--- src/rtl/uart_rx_param_if.sv ---
// Serial receive bundle: line input and baud select in, received word plus status out.
interface uart_rx_param_if #(
    parameter int DATA_BITS = 8
);
    logic [2:0]           baud_set;
    logic                 Rs232_Rx;
    logic [DATA_BITS-1:0] data_byte;
    logic                 Rx_Done;
    logic                 parity_err;
    logic                 frame_err;
    logic                 busy;

    modport master (
        output baud_set, Rs232_Rx,
        input  data_byte, Rx_Done, parity_err, frame_err, busy
    );

    modport slave (
        input  baud_set, Rs232_Rx,
        output data_byte, Rx_Done, parity_err, frame_err, busy
    );
endinterface

--- src/rtl/uart_rx_param.sv ---
// Parametrised UART receiver: 16x oversampling, 3-sample majority vote per bit,
// false-start rejection, parity and framing checks.
module uart_rx_param #(
    parameter int CLK_FREQ  = 50_000_000,
    parameter int DATA_BITS = 8,
    parameter int PARITY    = 0,
    parameter int STOP_BITS = 1
) (
    input logic           Clk,
    input logic           Rst_n,
    uart_rx_param_if.slave rx
);

    localparam logic [15:0] DIV0_M1 = 16'(CLK_FREQ / (16 * 9600) - 1);
    localparam logic [15:0] DIV1_M1 = 16'(CLK_FREQ / (16 * 19200) - 1);
    localparam logic [15:0] DIV2_M1 = 16'(CLK_FREQ / (16 * 38400) - 1);
    localparam logic [15:0] DIV3_M1 = 16'(CLK_FREQ / (16 * 57600) - 1);
    localparam logic [15:0] DIV4_M1 = 16'(CLK_FREQ / (16 * 115200) - 1);
    localparam logic [3:0]  LAST_BIT  = 4'(DATA_BITS - 1);
    localparam logic        LAST_STOP = 1'(STOP_BITS - 1);

    typedef enum logic [2:0] {
        S_IDLE,
        S_START,
        S_DATA,
        S_PARITY,
        S_STOP,
        S_WAIT_HIGH
    } state_t;

    state_t               state_q;
    logic                 rx_s1_q, rx_s2_q, rx_prev_q;
    logic [2:0]           baud_q;
    logic [15:0]          div_q;
    logic [3:0]           idx_q;
    logic [3:0]           bit_q;
    logic                 stop_q;
    logic [1:0]           samp_q;
    logic [DATA_BITS-1:0] shift_q;
    logic                 fe_acc_q;
    logic                 par_bad_q;
    logic [DATA_BITS-1:0] data_q;
    logic                 done_q;
    logic                 perr_q;
    logic                 ferr_q;

    logic [15:0] div_max;
    logic        tick, at_mid, at_end, vote, stop_bad;

    always_comb begin
        div_max = DIV4_M1;
        case (baud_q)
            3'd0:    div_max = DIV0_M1;
            3'd1:    div_max = DIV1_M1;
            3'd2:    div_max = DIV2_M1;
            3'd3:    div_max = DIV3_M1;
            default: div_max = DIV4_M1;
        endcase
    end

    assign tick     = (state_q != S_IDLE) && (div_q == div_max);
    assign at_mid   = tick && (idx_q == 4'd9);
    assign at_end   = tick && (idx_q == 4'd15);
    // Samples 7 and 8 are held in samp_q; sample 9 is the live synced line.
    assign vote     = (samp_q[0] & samp_q[1]) | (samp_q[0] & rx_s2_q) | (samp_q[1] & rx_s2_q);
    assign stop_bad = fe_acc_q | ~vote;

    always_ff @(posedge Clk) begin
        if (!Rst_n) begin
            state_q   <= S_IDLE;
            rx_s1_q   <= 1'b1;
            rx_s2_q   <= 1'b1;
            rx_prev_q <= 1'b1;
            baud_q    <= '0;
            div_q     <= '0;
            idx_q     <= '0;
            bit_q     <= '0;
            stop_q    <= 1'b0;
            samp_q    <= '0;
            shift_q   <= '0;
            fe_acc_q  <= 1'b0;
            par_bad_q <= 1'b0;
            data_q    <= '0;
            done_q    <= 1'b0;
            perr_q    <= 1'b0;
            ferr_q    <= 1'b0;
        end else begin
            rx_s1_q   <= rx.Rs232_Rx;
            rx_s2_q   <= rx_s1_q;
            rx_prev_q <= rx_s2_q;
            done_q    <= 1'b0;

            if (state_q == S_IDLE || tick) div_q <= '0;
            else                           div_q <= div_q + 16'd1;

            if (tick) begin
                idx_q <= idx_q + 4'd1;
                if (idx_q == 4'd7) samp_q[0] <= rx_s2_q;
                if (idx_q == 4'd8) samp_q[1] <= rx_s2_q;
            end

            case (state_q)
                S_IDLE: begin
                    idx_q <= '0;
                    if (rx_prev_q && !rx_s2_q) begin
                        state_q   <= S_START;
                        baud_q    <= rx.baud_set;
                        bit_q     <= '0;
                        stop_q    <= 1'b0;
                        fe_acc_q  <= 1'b0;
                        par_bad_q <= 1'b0;
                    end
                end
                S_START: begin
                    if (at_mid && vote) state_q <= S_IDLE;
                    else if (at_end)    state_q <= S_DATA;
                end
                S_DATA: begin
                    if (at_mid) shift_q <= {vote, shift_q[DATA_BITS-1:1]};
                    if (at_end) begin
                        if (bit_q == LAST_BIT) state_q <= (PARITY != 0) ? S_PARITY : S_STOP;
                        else                   bit_q   <= bit_q + 4'd1;
                    end
                end
                S_PARITY: begin
                    if (at_mid) par_bad_q <= (PARITY == 1) ? ~(^shift_q ^ vote) : (^shift_q ^ vote);
                    if (at_end) state_q <= S_STOP;
                end
                S_STOP: begin
                    // Finish at mid-bit of the last stop bit to leave margin for baud skew.
                    if (at_mid) begin
                        if (stop_q == LAST_STOP) begin
                            data_q  <= shift_q;
                            done_q  <= 1'b1;
                            perr_q  <= par_bad_q;
                            ferr_q  <= stop_bad;
                            state_q <= stop_bad ? S_WAIT_HIGH : S_IDLE;
                        end else begin
                            fe_acc_q <= stop_bad;
                        end
                    end
                    if (at_end) stop_q <= 1'b1;
                end
                S_WAIT_HIGH: begin
                    if (rx_s2_q) state_q <= S_IDLE;
                end
                default: state_q <= S_IDLE;
            endcase
        end
    end

    assign rx.data_byte  = data_q;
    assign rx.Rx_Done    = done_q;
    assign rx.parity_err = perr_q;
    assign rx.frame_err  = ferr_q;
    assign rx.busy       = (state_q != S_IDLE);

endmodule
--- src/flat_wrapper.sv ---
// flat-port wrapper written by rule: the top's interface ports become plain ports
module uart_rx_param_flat 
#(
    parameter int CLK_FREQ  = 50_000_000,
    parameter int DATA_BITS = 8,
    parameter int PARITY    = 0,
    parameter int STOP_BITS = 1
)
  (Clk, Rst_n, rx_baud_set, rx_Rs232_Rx, rx_data_byte, rx_Rx_Done, rx_parity_err, rx_frame_err, rx_busy);
  uart_rx_param_if #(.DATA_BITS(DATA_BITS)) rx_i ();
  input logic Clk;
  input logic Rst_n;
  input wire logic [$bits(rx_i.baud_set)-1:0] rx_baud_set;
  input wire logic [$bits(rx_i.Rs232_Rx)-1:0] rx_Rs232_Rx;
  output wire logic [$bits(rx_i.data_byte)-1:0] rx_data_byte;
  output wire logic [$bits(rx_i.Rx_Done)-1:0] rx_Rx_Done;
  output wire logic [$bits(rx_i.parity_err)-1:0] rx_parity_err;
  output wire logic [$bits(rx_i.frame_err)-1:0] rx_frame_err;
  output wire logic [$bits(rx_i.busy)-1:0] rx_busy;
  assign rx_i.baud_set = rx_baud_set;
  assign rx_i.Rs232_Rx = rx_Rs232_Rx;
  assign rx_data_byte = rx_i.data_byte;
  assign rx_Rx_Done = rx_i.Rx_Done;
  assign rx_parity_err = rx_i.parity_err;
  assign rx_frame_err = rx_i.frame_err;
  assign rx_busy = rx_i.busy;
  uart_rx_param #(.CLK_FREQ(CLK_FREQ), .DATA_BITS(DATA_BITS), .PARITY(PARITY), .STOP_BITS(STOP_BITS)) u_core (.Clk(Clk), .Rst_n(Rst_n), .rx(rx_i));
endmodule
--- config.mk ---
export PLATFORM = sky130hd
export DESIGN_NAME = uart_rx_param_flat
export DESIGN_NICKNAME = d
export VERILOG_FILES = /design/src/rtl/uart_rx_param_if.sv /design/src/rtl/uart_rx_param.sv /design/src/flat_wrapper.sv
export SDC_FILE = /design/constraint.sdc
export NUM_CORES = 1
export LEC_CHECK = 0
export ABC_AREA = 0
export CAP_MARGIN = 20
export CORE_MARGIN = 4
export CORE_UTILIZATION = 42
export CTS_CLUSTER_DIAMETER = 120
export DETAILED_ROUTE_END_ITERATION = 8
export HOLD_SLACK_MARGIN = 0.15
export PLACE_DENSITY = 0.57
export SETUP_SLACK_MARGIN = 0.1
export SYNTH_ARGS = -nofsm -noshare
export SYNTH_HDL_FRONTEND = slang
export SYNTH_SLANG_ARGS = --single-unit
--- constraint.sdc ---
create_clock -name Clk -period 5.5 [get_ports Clk]
set_clock_uncertainty 0.2 [all_clocks]
set_input_delay 1.375 -clock Clk [delete_from_list [all_inputs] [get_ports Clk]]
set_output_delay 1.375 -clock Clk [all_outputs]
set_load 0.01 [all_outputs]
==> Yosys cells after proc, flatten, opt, wreduce, memory -nomap -nowiden <==
Cells that the tools add are included.
{ "totals": {"inputBits": 6, "out_inout_bits": 12, "reg_bits": 57, "n_memories": 0, "latch_bits": 0, "word_cells": 109, "rom_bits": 0, "mem_bits_rw": 0} }
{ "op_classes": {"div": 0, "n_reduce_logical": 27, "n_addsub": 3, "eq_ne": 26, "order_cmp": 0, "shift": 0, "n_mul": 0, "mux": 25, "n_bitwise": 10} }
{ "op_table": {"columns": ["op", "n"], "rows": [
  ["$pmux 9 s4", 1],
  ["$mux 3", 10],
  ["$pmux 3 s6", 1],
  ["$add 16x1->16 const B", 1],
  ["$eq 16x9->1", 1],
  ["$ne 2x1->1 const B", 8],
  ["$eq 3x2->1 const B", 4],
  ["$eq 4x4->1 const B", 3],
  ["$mux 4", 3],
  ["$reduce_and 3->1", 4],
  ["$add 4x1->4 const B", 2],
  ["$eq 4x3->1 const B", 2],
  ["$pmux 4 s2", 1],
  ["$reduce_and 2->1", 4],
  ["$reduce_and 4->1", 2],
  ["$reduce_and 8->1", 1],
  ["$reduce_xor 8->1", 1],
  ["$eq 3x1->1 const B", 2],
  ["$eq 3x3->1 const B", 2],
  ["$logic_not 3->1", 2],
  ["$mux 1", 6],
  ["$ne 2x2->1 const B", 3],
  ["$pmux 1 s2", 3],
  ["$reduce_bool 2->1", 3],
  ["10 further kinds", 21]
]} }

==> Longest topological paths before layout <==
{ "depth": {"ltp_word": 9, "mapped_depth": 10, "ltp_nobuf": 9} }

==> Worst setup path after synthesis <==
No wires, ideal clock.
{ "synth_timing": {"path_kind": "reg-to-reg", "from": "register u_core.div_q[9]", "to": "register u_core.data_q[1] (netlist: u_core.rx.data_byte[1])", "slack_ns": 2.766, "path_stages_with_launch": 10, "t_arrival_ns": 2.406, "path_cell_list": "dfxtp_1 > or4_4 > nor4_4 > nand3_1 > or3_4 > or4_4 > buf_6 > buf_12 > mux2i_1 > nor2_1"} }
{ "synth_between": {"elab_chain_cells": 4} }
{ "synth_rtl": {"columns": ["element", "line_no", "text"], "rows": [
  ["from (decl)", "uart_rx_param.sv:34", "logic [15:0] div_q;"],
  ["from (signal assigned)", "uart_rx_param.sv:94", "else div_q <= div_q + 16'd1;"],
  ["$eq 16x9->1", "uart_rx_param.sv:61", "assign tick = (state_q != S_IDLE) && (div_q == div_max);"],
  ["$logic_and 1x1->1", "uart_rx_param.sv:61", null],
  ["$logic_and 1x1->1", "uart_rx_param.sv:62", "assign at_mid = tick && (idx_q == 4'd9);"],
  ["$reduce_and 3->1 (no line)", null, null],
  ["to (signal assigned)", "uart_rx_param.sv:133", "data_q <= shift_q;"],
  ["to (decl)", "uart_rx_param.sv:42", "logic [DATA_BITS-1:0] data_q;"]
]} }
Every way passes these cells.
A chain may end at the register's enable or synchronous reset.

==> Worst setup path after layout <==
{ "layout_timing": {"from": "register u_core.state_q[0]", "to": "output rx_busy"} }
{ "layout_between": {"elab_chain_cells": 1} }
{ "layout_rtl": {"columns": ["element", "line_no", "text"], "rows": [
  ["from (decl)", "uart_rx_param.sv:31", "state_t state_q;"],
  ["from (signal assigned)", "uart_rx_param.sv:121", "if (bit_q == LAST_BIT) state_q <= (PARITY != 0) ? S_PARITY : S_STOP;"],
  ["from (signal assigned)", "uart_rx_param.sv:137", "state_q <= stop_bad ? S_WAIT_HIGH : S_IDLE;"],
  ["$reduce_bool 3->1", "uart_rx_param.sv:156", "assign rx.busy = (state_q != S_IDLE);"],
  ["to (decl)", "flat_wrapper.sv:19", "output wire logic [$bits(rx_i.busy)-1:0] rx_busy;"]
]} }
Every way passes these cells.

==> impl_metrics.toml <==
[logic_synthesis]
synth_ff_type = "dfxtp_1"
seq_area_frac_synth_pct = 41.85
ys_warn_count = 0
synth_nets = 320
yosys-top-cells-count = "nor2_1 (59), dfxtp_1 (57), mux2i_1 (25), nand2_1 (20), nand3_1 (17)"
syn_inst = 309
synthTopCellsByArea = "dfxtp_1 (42%), mux2i_1 (9.2%), nor2_1 (8.1%), xnor2_1 (4.8%), xor2_1 (4.2%)"
ys_ff_latch = 57
synth.largest_area_cell = "dfxtp_1"
synth_cell_types = 50
synthArstFlopShare_pct = 0
synth_edf_count = 0
post-synth-top-count-cell = "nor2_1"
syn_area_per_cell_sq_um = 8.823
synth_top_area_share_pct = 41.85
syn_area_sq_um = 2726

[global_routing]
track_usage_pct = 16.18
grt_max_degree = 29
overflow = 0
grt_pass1_wl_um = 9735
grt_pass1_vias = 2051
antenna_found_initial = 0

[timing]
fin_hold_ws_ns = 0.2141
drv_slew = 0
hold_viol = 0
final.min_clock_period_ns = 3.368
finalSetupTns_ns = 0
rsz0062_at_grt = "no"
slew-limit-headroom_pct = 54.73
fmax_ghz = 0.2969
worst_pin_slew_ns = 0.6719
finalCritPeriodShare_pct = 61.24
finalSetupViolCount = 0

[worst_setup_path]
cp_max_fo = 10
critPathKind = "flop to output port"
r2r_cells = 7
r2r_slack_ns = 2.51
cp.buffers_inverters = 1
r2r_start = "u_core.div_q[7]$_SDFF_PP0_"
crit_family = "simple AND/OR/NAND/NOR gates"
slowest_stage = "or3_1"
worstSetupStartpoint = "u_core.state_q[0]$_SDFFE_PN0P_"
worst_ep_required_time_ns = 3.92
crit_chain = "or3_1 > clkdlybuf4s50_1"
critical_path.max_stage_delay_ns = 0.54
cp-end-kind = "output port"
start_kind = "flop"
cp_data_arrival_time_ns = 1.79
r2r-end = "u_core.shift_q[1]$_SDFFE_PN0P_"

[layout]
final_nets = 334
drive_above_1_share_pct = 7.317
area_growth_pct = 15.33
multiInputGateArea_sq_um = 1480
n_antenna_cell = 0
fin_cells = 405
fillers = 632
regArea_sq_um = 1141
final_util_pct = 49.80

[routing]
wire_per_inst_um = 13.62
ant_nets = 0
totalWireLength_um = 5518
vias = 2123
avgViaCountPerCell = 5.242
drt_iter0_drc = 166
dr.pass1.iters = 4
drcViolationCount = 0

[placed_design]
routabilityCongestion = 0.8365
numPortBuffers = 17
hpwl_um = 3749
dp.cells = 389

[power]
p_sw_uw = 194.4
ir_worst_vdd_mv = 0.1982
p_comb_share_pct = 3.4
powerDensity_nw_per_um2 = 286.8
switching_share_pct = 21.56
p_total_uw = 901.6
clkPwrFrac_pct = 50.1
p_int_uw = 707.2
total_leakage_power_uw = 0.001244
seq_power_share_pct = 46.5

[clock_tree]
cts_made_buffers = 9
cts_max_level = 3
postCtsSetupBuffers = 0
hold_buffers = 0
cts-root-buf = "clkbuf_8"
clkTransAtPathRegs_ns = 0.07
post_cts_resized = 0
cts_sinks = 57
clkLatencyLatePin_ns = 0.33
cts_tree = "yes"
cts_buffer_depth = 2

[worst_hold_path]
hp-start = "u_core.rx_s1_q$_SDFF_PN1_"
min_to = "u_core.rx_s2_q$_SDFF_PN1_"
hold_path_class = "flop to flop"
holdPathStages = 1

[floorplan]
coreArea_sq_um = 6314
io_pins = 18
start_util_pct = 43.18
num_rows = 29
dieHeight_um = 88.57
die_w_um = 88.57
fp.dieArea_sq_um = 7845

[flow_run]
drv_cap = 0

[run_status]
status = "completed"
## power by group through the flow
stage                     logic [uW]  registers (uW)  clock network (uW)
after floorplan                 23.2             426                   0
after global placement          31.2             428                   0
after detailed placement        31.2             428                   0
after CTS                       31.4             419                 466
after global routing            35.0             419                 488
final                           31.0             419                 452
## per-stage QoR
step | worst slack (ns) | area, sq um
2_1_floorplan | 2.766 | 2726
3_3_place_gp | 2.339 | 2914
3_5_place_dp | 2.276 | 2914
4_1_cts | 2.126 | 3144
5_1_grt | 2.066 | 3144
6_report | 2.132 | 3144
## placed cells by master (no fill, tap or decap), types with 2 or more instances in the layout
cell / count
dfxtp_1: 57
nor3_1: 5
nand2b_1: 4
and2_1: 2
nor2b_1: 3
clkbuf_8: 11
o22ai_1: 2
clkinvlp_4: 2
inv_1: 6
and3_1: 4
mux2i_1: 25
xnor2_1: 15
nor4_1: 3
o21a_1: 2
ha_1: 5
nand4_1: 8
xor2_1: 13
nand3_1: 17
nor2_1: 59
a21oi_1: 5
bufinv_16: 2
a21boi_0: 2
nand2_1: 20
o21ai_0: 10
or4_4: 2
clkdlybuf4s50_1: 17
or3_1: 2
a211oi_1: 2
## sequential cells by signal, summed over array words and instances, names as in the netlist
name	flops
u_core.rx.Rx_Done	1
u_core.samp_q	2
u_core.div_q	16
u_core.rx_prev_q	1
u_core.state_q	3
u_core.fe_acc_q	1
u_core.rx.parity_err	1
u_core.rx.frame_err	1
u_core.rx.data_byte	8
u_core.stop_q	1
u_core.shift_q	8
u_core.bit_q	4
u_core.idx_q	4
u_core.baud_q	3
u_core.rx_s2_q	1
u_core.rx_s1_q	1
u_core.par_bad_q	1
## layout make-up
type | count | area share, %
well taps | 77 | 3.064
clock inverters | 4 | 2.388
clock buffers | 12 | 4.934
repair buffers | 17 | 5.412
multi-input cells | 231 | 47.08
inverters | 7 | 0.8357
flip-flops and latches | 57 | 36.29
## cell families after synthesis
family	after synthesis	share of synthesized area (%)
buffers and inverters	21	3.855
adders and majority gates	5	2.295
AOI/OAI and AO/OA	31	7.617
and+or+nand+nor	142	26.20
DFF	57	41.85
muxes	25	9.179
xor gates and xnor gates	28	8.995
## how the worst max path moves through the flow
| stage | to | cells past startpoint |
|---|---|---|
| 2_1_floorplan | u_core.rx.data_byte[1]$_SDFFE_PN0P_ | 9 |
| 3_3_place_gp | u_core.div_q[1]$_SDFF_PP0_ | 3 |
| 3_5_place_dp | u_core.div_q[13]$_SDFF_PP0_ | 3 |
| 4_1_cts | rx_busy | 2 |
| 5_1_grt | rx_busy | 2 |
| 6_report | rx_busy | 2 |
## routing by layer
layer | wire, um | up-vias | GRT usage (%)
met3 | 219 | 7 | 6.518
met1 | 2787 | 989 | 21.51
met5 | 0 | - | 0
li1 | - | 1089 | -
met2 | 2413 | 38 | 23.52
met4 | 97 | 0 | 6.181
No activity file was read; power rests on OpenSTA's default activity.
